## src/rtl/gray_step_scheduler.sv

```systemverilog
// rtl/gray_step_scheduler.sv - round-robin arbiter that lends a shared Gray counter's
// step enable to one requester at a time for a requested number of steps
module gray_step_scheduler #(
  parameter int N_REQ  = 4,
  parameter int ID_W   = 2,
  parameter int WIDTH  = 3,
  parameter int STEP_W = 4
) (
  input  logic                      clk,
  input  logic                      reset,
  input  logic [N_REQ-1:0]          req_valid,
  input  logic [N_REQ-1:0]          req_up,
  input  logic [N_REQ*STEP_W-1:0]   req_steps,
  output logic [N_REQ-1:0]          req_ready,
  input  logic                      hold,
  input  logic [WIDTH-1:0]          gray_in,
  output logic                      step_en,
  output logic                      step_up,
  output logic                      busy,
  output logic                      done,
  output logic [ID_W-1:0]           done_id,
  output logic [WIDTH-1:0]          done_gray
);

  typedef enum logic [1:0] {IDLE, RUN, SETTLE} state_t;

  state_t              state_q, state_d;
  logic [ID_W-1:0]     rr_ptr_q, rr_ptr_d;
  logic [ID_W-1:0]     owner_q, owner_d;
  logic                dir_q, dir_d;
  logic [STEP_W-1:0]   remaining_q, remaining_d;
  logic                done_q, done_d;
  logic [ID_W-1:0]     done_id_q, done_id_d;
  logic [WIDTH-1:0]    done_gray_q, done_gray_d;

  logic [N_REQ-1:0]    grant;
  logic [ID_W-1:0]     grant_id;
  logic                grant_found;

  // Search starts at rr_ptr and wraps, so the last owner ends up lowest priority.
  always_comb begin
    int idx;
    grant       = '0;
    grant_id    = '0;
    grant_found = 1'b0;
    for (int k = 0; k < N_REQ; k++) begin
      idx = int'(rr_ptr_q) + k;
      if (idx >= N_REQ) idx = idx - N_REQ;
      if (!grant_found && req_valid[idx]) begin
        grant[idx]  = 1'b1;
        grant_id    = ID_W'(idx);
        grant_found = 1'b1;
      end
    end
  end

  always_comb begin
    state_d     = state_q;
    rr_ptr_d    = rr_ptr_q;
    owner_d     = owner_q;
    dir_d       = dir_q;
    remaining_d = remaining_q;
    done_d      = 1'b0;
    done_id_d   = done_id_q;
    done_gray_d = done_gray_q;
    case (state_q)
      IDLE: begin
        if (grant_found) begin
          owner_d     = grant_id;
          dir_d       = req_up[grant_id];
          remaining_d = req_steps[grant_id*STEP_W +: STEP_W];
          state_d     = (remaining_d != '0) ? RUN : SETTLE;
        end
      end
      RUN: begin
        if (!hold) begin
          remaining_d = remaining_q - STEP_W'(1);
          if (remaining_q == STEP_W'(1)) state_d = SETTLE;
        end
      end
      SETTLE: begin
        // gray_in has absorbed the last step by now, so it is the final value.
        done_d      = 1'b1;
        done_id_d   = owner_q;
        done_gray_d = gray_in;
        rr_ptr_d    = (owner_q == ID_W'(N_REQ - 1)) ? '0 : owner_q + ID_W'(1);
        state_d     = IDLE;
      end
      default: state_d = IDLE;
    endcase
  end

  always_ff @(posedge clk or negedge reset) begin
    if (!reset) begin
      state_q     <= IDLE;
      rr_ptr_q    <= '0;
      owner_q     <= '0;
      dir_q       <= 1'b0;
      remaining_q <= '0;
      done_q      <= 1'b0;
      done_id_q   <= '0;
      done_gray_q <= '0;
    end else begin
      state_q     <= state_d;
      rr_ptr_q    <= rr_ptr_d;
      owner_q     <= owner_d;
      dir_q       <= dir_d;
      remaining_q <= remaining_d;
      done_q      <= done_d;
      done_id_q   <= done_id_d;
      done_gray_q <= done_gray_d;
    end
  end

  // Decoded from state so a reset drops step_en and busy without waiting for an edge.
  assign req_ready = (state_q == IDLE) ? grant : '0;
  assign step_en   = (state_q == RUN) & ~hold;
  assign step_up   = (state_q == RUN) & dir_q;
  assign busy      = (state_q != IDLE);
  assign done      = done_q;
  assign done_id   = done_id_q;
  assign done_gray = done_gray_q;

endmodule

```

## config.mk

```make
export PLATFORM = sky130hd
export DESIGN_NAME = gray_step_scheduler
export DESIGN_NICKNAME = d
export VERILOG_FILES = /design/src/rtl/gray_step_scheduler.sv
export SDC_FILE = /design/constraint.sdc
export NUM_CORES = 1
export LEC_CHECK = 0
export ABC_AREA = 1
export CAP_MARGIN = 20
export CORE_MARGIN = 1.5
export CORE_UTILIZATION = 52
export DETAILED_ROUTE_END_ITERATION = 10
export GPL_TIMING_DRIVEN = 0
export PLACE_DENSITY = 0.94
export RECOVER_POWER = 25
export SYNTH_ARGS = -nofsm -noshare
export SYNTH_HDL_FRONTEND = slang
export SYNTH_SLANG_ARGS = --single-unit
```

## constraint.sdc

```tcl
create_clock -name clk -period 6.2 [get_ports clk]
set_input_delay 1.24 -clock clk [delete_from_list [all_inputs] [get_ports clk]]
set_output_delay 1.24 -clock clk [all_outputs]
set_load 0.05 [all_outputs]
```

# --- Word level (Yosys, flattened, before mapping) ---
# Cells that the tools add are included.
op_classes:
  add_sub_neg: 9
  mul: 0
  div: 0
  magnitude_cmp: 13
  eq_ne: 7
  n_shift: 1
  mux: 49
  n_bitwise: 6
  reduce_logical: 17
ops:
  columns: ["operator", "n"]
  rows:
  - ["greater-or-equal comparator 32 x 1 -> 1 bit, second input constant", 4]
  - ["< comparator 32 x 4 -> 1 bit, second input constant", 4]
  - ["2-to-1 mux 32 bit", 4]
  - ["2-to-1 mux 4 bit", 7]
  - ["2-to-1 mux 1 bit", 18]
  - ["2-to-1 mux 2 bit", 9]
  - ["variable part select 16 x 5 -> 4 bit", 1]
  - ["bitwise OR 4 bit", 3]
  - ["subtractor 3 x 3 -> 4 bit, second input constant", 3]
  - ["binary-select mux 1 bit (select 2 bit)", 5]
  - ["greater-or-equal comparator 3 bit, second input constant", 3]
  - ["demux 1 bit (select 2 bit)", 4]
  - ["one-hot mux 4 bit (2 select lines)", 1]
  - ["logical AND 1 bit", 7]
  - ["adder 2 x 2 -> 3 bit, second input constant", 2]
  - ["!= test 2 bit, second input constant", 3]
  - ["AND reduction 3 bit", 2]
  - ["equality test 2 bit, second input constant", 2]
  - ["equality test 4 x 1 -> 1 bit, second input constant", 1]
  - ["one-hot mux 2 bit (2 select lines)", 1]
  - ["nonzero test 2 bit", 2]
  - ["nonzero test 4 bit", 1]
  - ["subtractor 2 x 3 -> 4 bit, second input constant", 1]
  - ["subtractor 4 x 1 -> 4 bit, second input constant", 1]
  - ["other kinds (10)", 13]
totals:
  ff_bits: 17
  latchBits: 0
  ram_bits: 0
  romBits: 0
  inputBits: 30
  output_inout_bits: 13
  wordCells: 110
  mem_count: 0

# --- Depth between registers and ports, before layout ---
depth:
  ltp_word: 20
  mapped_depth: 19
  ltp_nobuf: 16

# --- Least setup slack after synthesis ---
# Ideal clock, no wire load.
synth_timing:
  path_type: "input to output"
  startpoint: "in req_valid[3]"
  endpoint: "out req_ready[1]"
  arrival_time_ns: 2.383
  required_ns: 4.960
  slack_ns: 2.577
  stages: 11
  path_cell_list: "inv_1 nand2_1 nand3_1 nand2_4 nor2_4 nand2_1 o22ai_1 a21oi_1 o21ai_0 nand2_1 inv_1"
synth_via:
  elab_chain_len: 14
  word_cells_on_any_way: 29
  cone_classes: "mux: 20; bitwise: 3; reduce/logical: 6"
synth_rtl:
  columns: ["item", "line", "source"]
  rows:
  - ["start: declaration", "11", "input logic [N_REQ-1:0] req_valid,"]
  - ["binary-select mux 1 bit (select 2 bit)", "49", "if (!grant_found && req_valid[idx]) begin"]
  - ["2-to-1 mux 1 bit (not written as such) (2 in a row)", "49", null]
  - ["2-to-1 mux 1 bit", "49", null]
  - ["zero test 1 bit", "49", null]
  - ["logical AND 1 bit", "49", null]
  - ["2-to-1 mux 1 bit", "49", null]
  - ["zero test 1 bit", "49", null]
  - ["logical AND 1 bit", "49", null]
  - ["2-to-1 mux 1 bit", "49", null]
  - ["zero test 1 bit", "49", null]
  - ["logical AND 1 bit", "49", null]
  - ["2-to-1 mux 4 bit *", "49", null]
  - ["2-to-1 mux 4 bit *", "116", "assign req_ready = (state_q == IDLE) ? grant : '0;"]
  - ["end: declaration", "14", "output logic [N_REQ-1:0] req_ready,"]
# Every way passes the cells marked *; elsewhere a longest branch is shown, timed or not. The select of a mux whose other input is x is not followed.

# --- Worst setup path in the final report ---
# Ends and elaborated chain as after synthesis.

==> impl_results.md <==
* Routed WL at 3.45 mm
* Core Area at 2810 sq um
* Layout area overhead at 31.1%
* H-tree depth at 1
* Simple-gate area share of the yosys netlist at 0.379
* Syn nets at 264
* Post-CTS Hold Buffers at 0
* Worst r2r src: rr_ptr_q[0]$_DFFE_PN0P_
* N_diodes at 0
* Unrepaired setup endpoints after global routing: false
* Crit start category: primary input
* WP data arrival at 3.55 ns
* Commonest non-fill, non-tap cells in the layout: nand2_1 (56), inv_1 (42), clkdlybuf4s50_1 (38)
* Reg clk slew, reported paths at 0.10 ns
* Area share of the largest cell type after synthesis at 0.272
* Pin count of the biggest net entering global routing at 18
* Worst reg2reg path depth at 15
* Max Slew Vio Count at 0
* Clk sinks at 17
* Syn avg cell area at 6.90 sq um
* CTS tree: yes
* Starting Density at 0.558
* Synth area leaders: dfrtp_1 (27%), nand2_1 (13%), inv_1 (10%), nand3_1 (7.7%), ha_1 (5.6%)
* Slew Limit Headroom at 0.522
* VDD IR max at 0.402 mV
* Flops & latches, synth at 17
* End of the worst hold path: done_gray[0]$_DFFE_PN0P_
* Post-synthesis mux area share at 0
* Layout net count at 311
* Grt ovf at 0
* Clock Path Buffers at 2
* Complex-gate fraction of the synthesized area at 0.141
* Hold Startpoint: done_gray[0]$_DFFE_PN0P_
* Sequential share of the synthesized area at 0.272
* Power Density at 631 nW/um^2
* Initial antenna violation count at 0
* Drt wl/cell at 11.3 um
* First-pass GRT wire length at 5.87 mm
* TritonCTS buffer count at 3
* Clock Skews at 0.00375 ns
* Tcrit/Tclk final at 0.772
* Remaining antenna violation count at 0
* Hold Crit Class: flip-flop to flip-flop
* Final hold vios at 0
* Hold path depth at 2
* Post-synthesis instance total at 227
* Pre-antenna DRT Iters at 8
* Share of cells above drive strength 1 at 0.132
* Final Setup Violations at 0
* Post-CTS Setup Bufs at 0
* Die Height at 57.9 um
* DP HPWL at 2.79 mm
* IO Port Bufs at 42
* Synth warnings at 0
* Number of gates resized after CTS at 0
* Post-Synth Adder-Cell Area at 0.0560
* Worst-Skew Late Latency at 0.29 ns
* R2R setup slack at 3.63 ns
* Required @ worst endpoint at 4.96 ns
* Max-cap violation count at 0
* Reg-to-Reg End: remaining_q[3]$_DFFE_PN0P_
* Kind of critical path: primary input to output port
* Vias per cell at 5.18
* IO Pins at 43
* Worst-Margin Slew at 0.715 ns
* Status: finished, violations left
* CP Launch Point: req_valid[3]
* Maximum fanout along the worst path at 5
* Finished Core Util at 0.731
* Residual DRC at 6
* Vias in the first global route at 1,432
* Synth Cell Area at 1570 sq um
* Failing checks: DRC
* Commonest non-fill, non-tap cell in the layout: nand2_1
* Crit path time final at 4.79 ns
* Die width at 57.9 um
* Post-synth top area cell: dfrtp_1
* Xor/xnor share of the synthesized area at 0.0112
* Setup TNS at 0 ns
* Worst Setup End Kind: output port
* Placer Congestion at 0.838
* Cell row count at 19
* Largest family of logic cells by synthesized area: simple AND/OR/NAND/NOR gates
* Synth cell types at 34
* GRT Total Usage at 0.221
* Total die area at 3350 sq um
* DR vias at 1,576
* Maximum clock rate at 209 MHz
* LEAKAGE at 1.05 nW
* DR iter-0 viols at 77
* Root Driver: clkbuf_4
-- critical path, stage by stage --
cell             delay (ns)
clkdlybuf4s50_1        0.45
inv_1                  0.09
nand2_1                0.07
nand3_1                0.15
nand2_4                0.10
nor2_4                 0.15
nand2_1                0.12
o22ai_1                0.13
a21oi_1                0.05
o21ai_0                0.08
nand2_1                0.07
inv_1                  0.06
clkdlybuf4s50_1        0.79
-- state kept, by name (all words and copies together) (netlist names) --
register     flops
owner_q          2
done             1
dir_q            1
done_id          2
remaining_q      4
state_q          2
rr_ptr_q         2
done_gray        3
-- synthesized netlist by cell type (all sizes together) --
master / number
nand3b: 3
dfrtp: 17
ha: 7
xnor2: 1
xor2: 1
buf: 4
o31ai: 1
o22ai: 4
o211ai: 3
nand2: 67
a21oi: 9
inv: 46
o21ai: 14
o21a: 2
nand3: 28
nor2: 14
nand4: 3
a22oi: 2
o221ai: 1
-- cells by family after synthesis --
| group | Yosys count |
|---|---|
| AO/OA/AOI/OAI | 36 |
| XOR/XNOR | 2 |
| adder cells (fa/ha/maj) | 7 |
| buffers and inverters | 50 |
| flip-flops | 17 |
| AND/OR/NAND/NOR | 115 |
-- worst max-delay path by stage --
| stage | endpoint | cells after the start |
|---|---|---|
| global route | req_ready[0] | 13 |
| global placement | req_ready[2] | 13 |
| finish | req_ready[1] | 13 |
| floorplan | req_ready[1] | 11 |
| detailed placement | req_ready[1] | 13 |
| CTS | req_ready[1] | 13 |
-- routing by layer --
| layer | vias to the layer above | share of wire | GRT usage |
|---|---|---|---|
| li1 | 823 | - | - |
| met1 | 690 | 0.47 | 0.295 |
| met2 | 55 | 0.45 | 0.351 |
| met3 | 8 | 0.062 | 0.0313 |
| met4 | 0 | 0.021 | 0.110 |
| met5 | - | 0 | 0 |
-- through the flow --
step | hold WS, ns | setup slack [ns] | power, W | cell area (sq um) | instances
after floorplan | 0.459 | 2.58 | 0.00100 | 1570 | 227
after global placement | 0.461 | 1.46 | 0.00121 | 2020 | 300
after detailed placement | 0.461 | 1.43 | 0.00124 | 2020 | 300
after CTS | 0.489 | 1.43 | 0.00130 | 2050 | 304
after global routing | 0.525 | 1.25 | 0.00143 | 2050 | 304
final | 0.486 | 1.41 | 0.00129 | 2050 | 304
-- area by class of cell --
type	instances	area (sq um)
Fill cell	230	753
Clock inverter	1	5.00
Buffer	4	45.0
Timing Repair Buffer	42	420
Tap cell	31	38.8
Inverter	46	175
Sequential cell	17	425
Multi-Input combinational cell	160	920
Clock buffer	3	22.5
-- power by group --
| part | switching, W | internal, W | leakage, nW |
|---|---|---|---|
| Sequential | 0.0000370 | 0.000167 | 0.207 |
| Clock | 0.0000331 | 0.0000240 | 0.0177 |
| Combinational | 0.000669 | 0.000364 | 0.826 |
| Total | 0.000739 | 0.000556 | 1.05 |
Power figures use the tool's default switching activity.
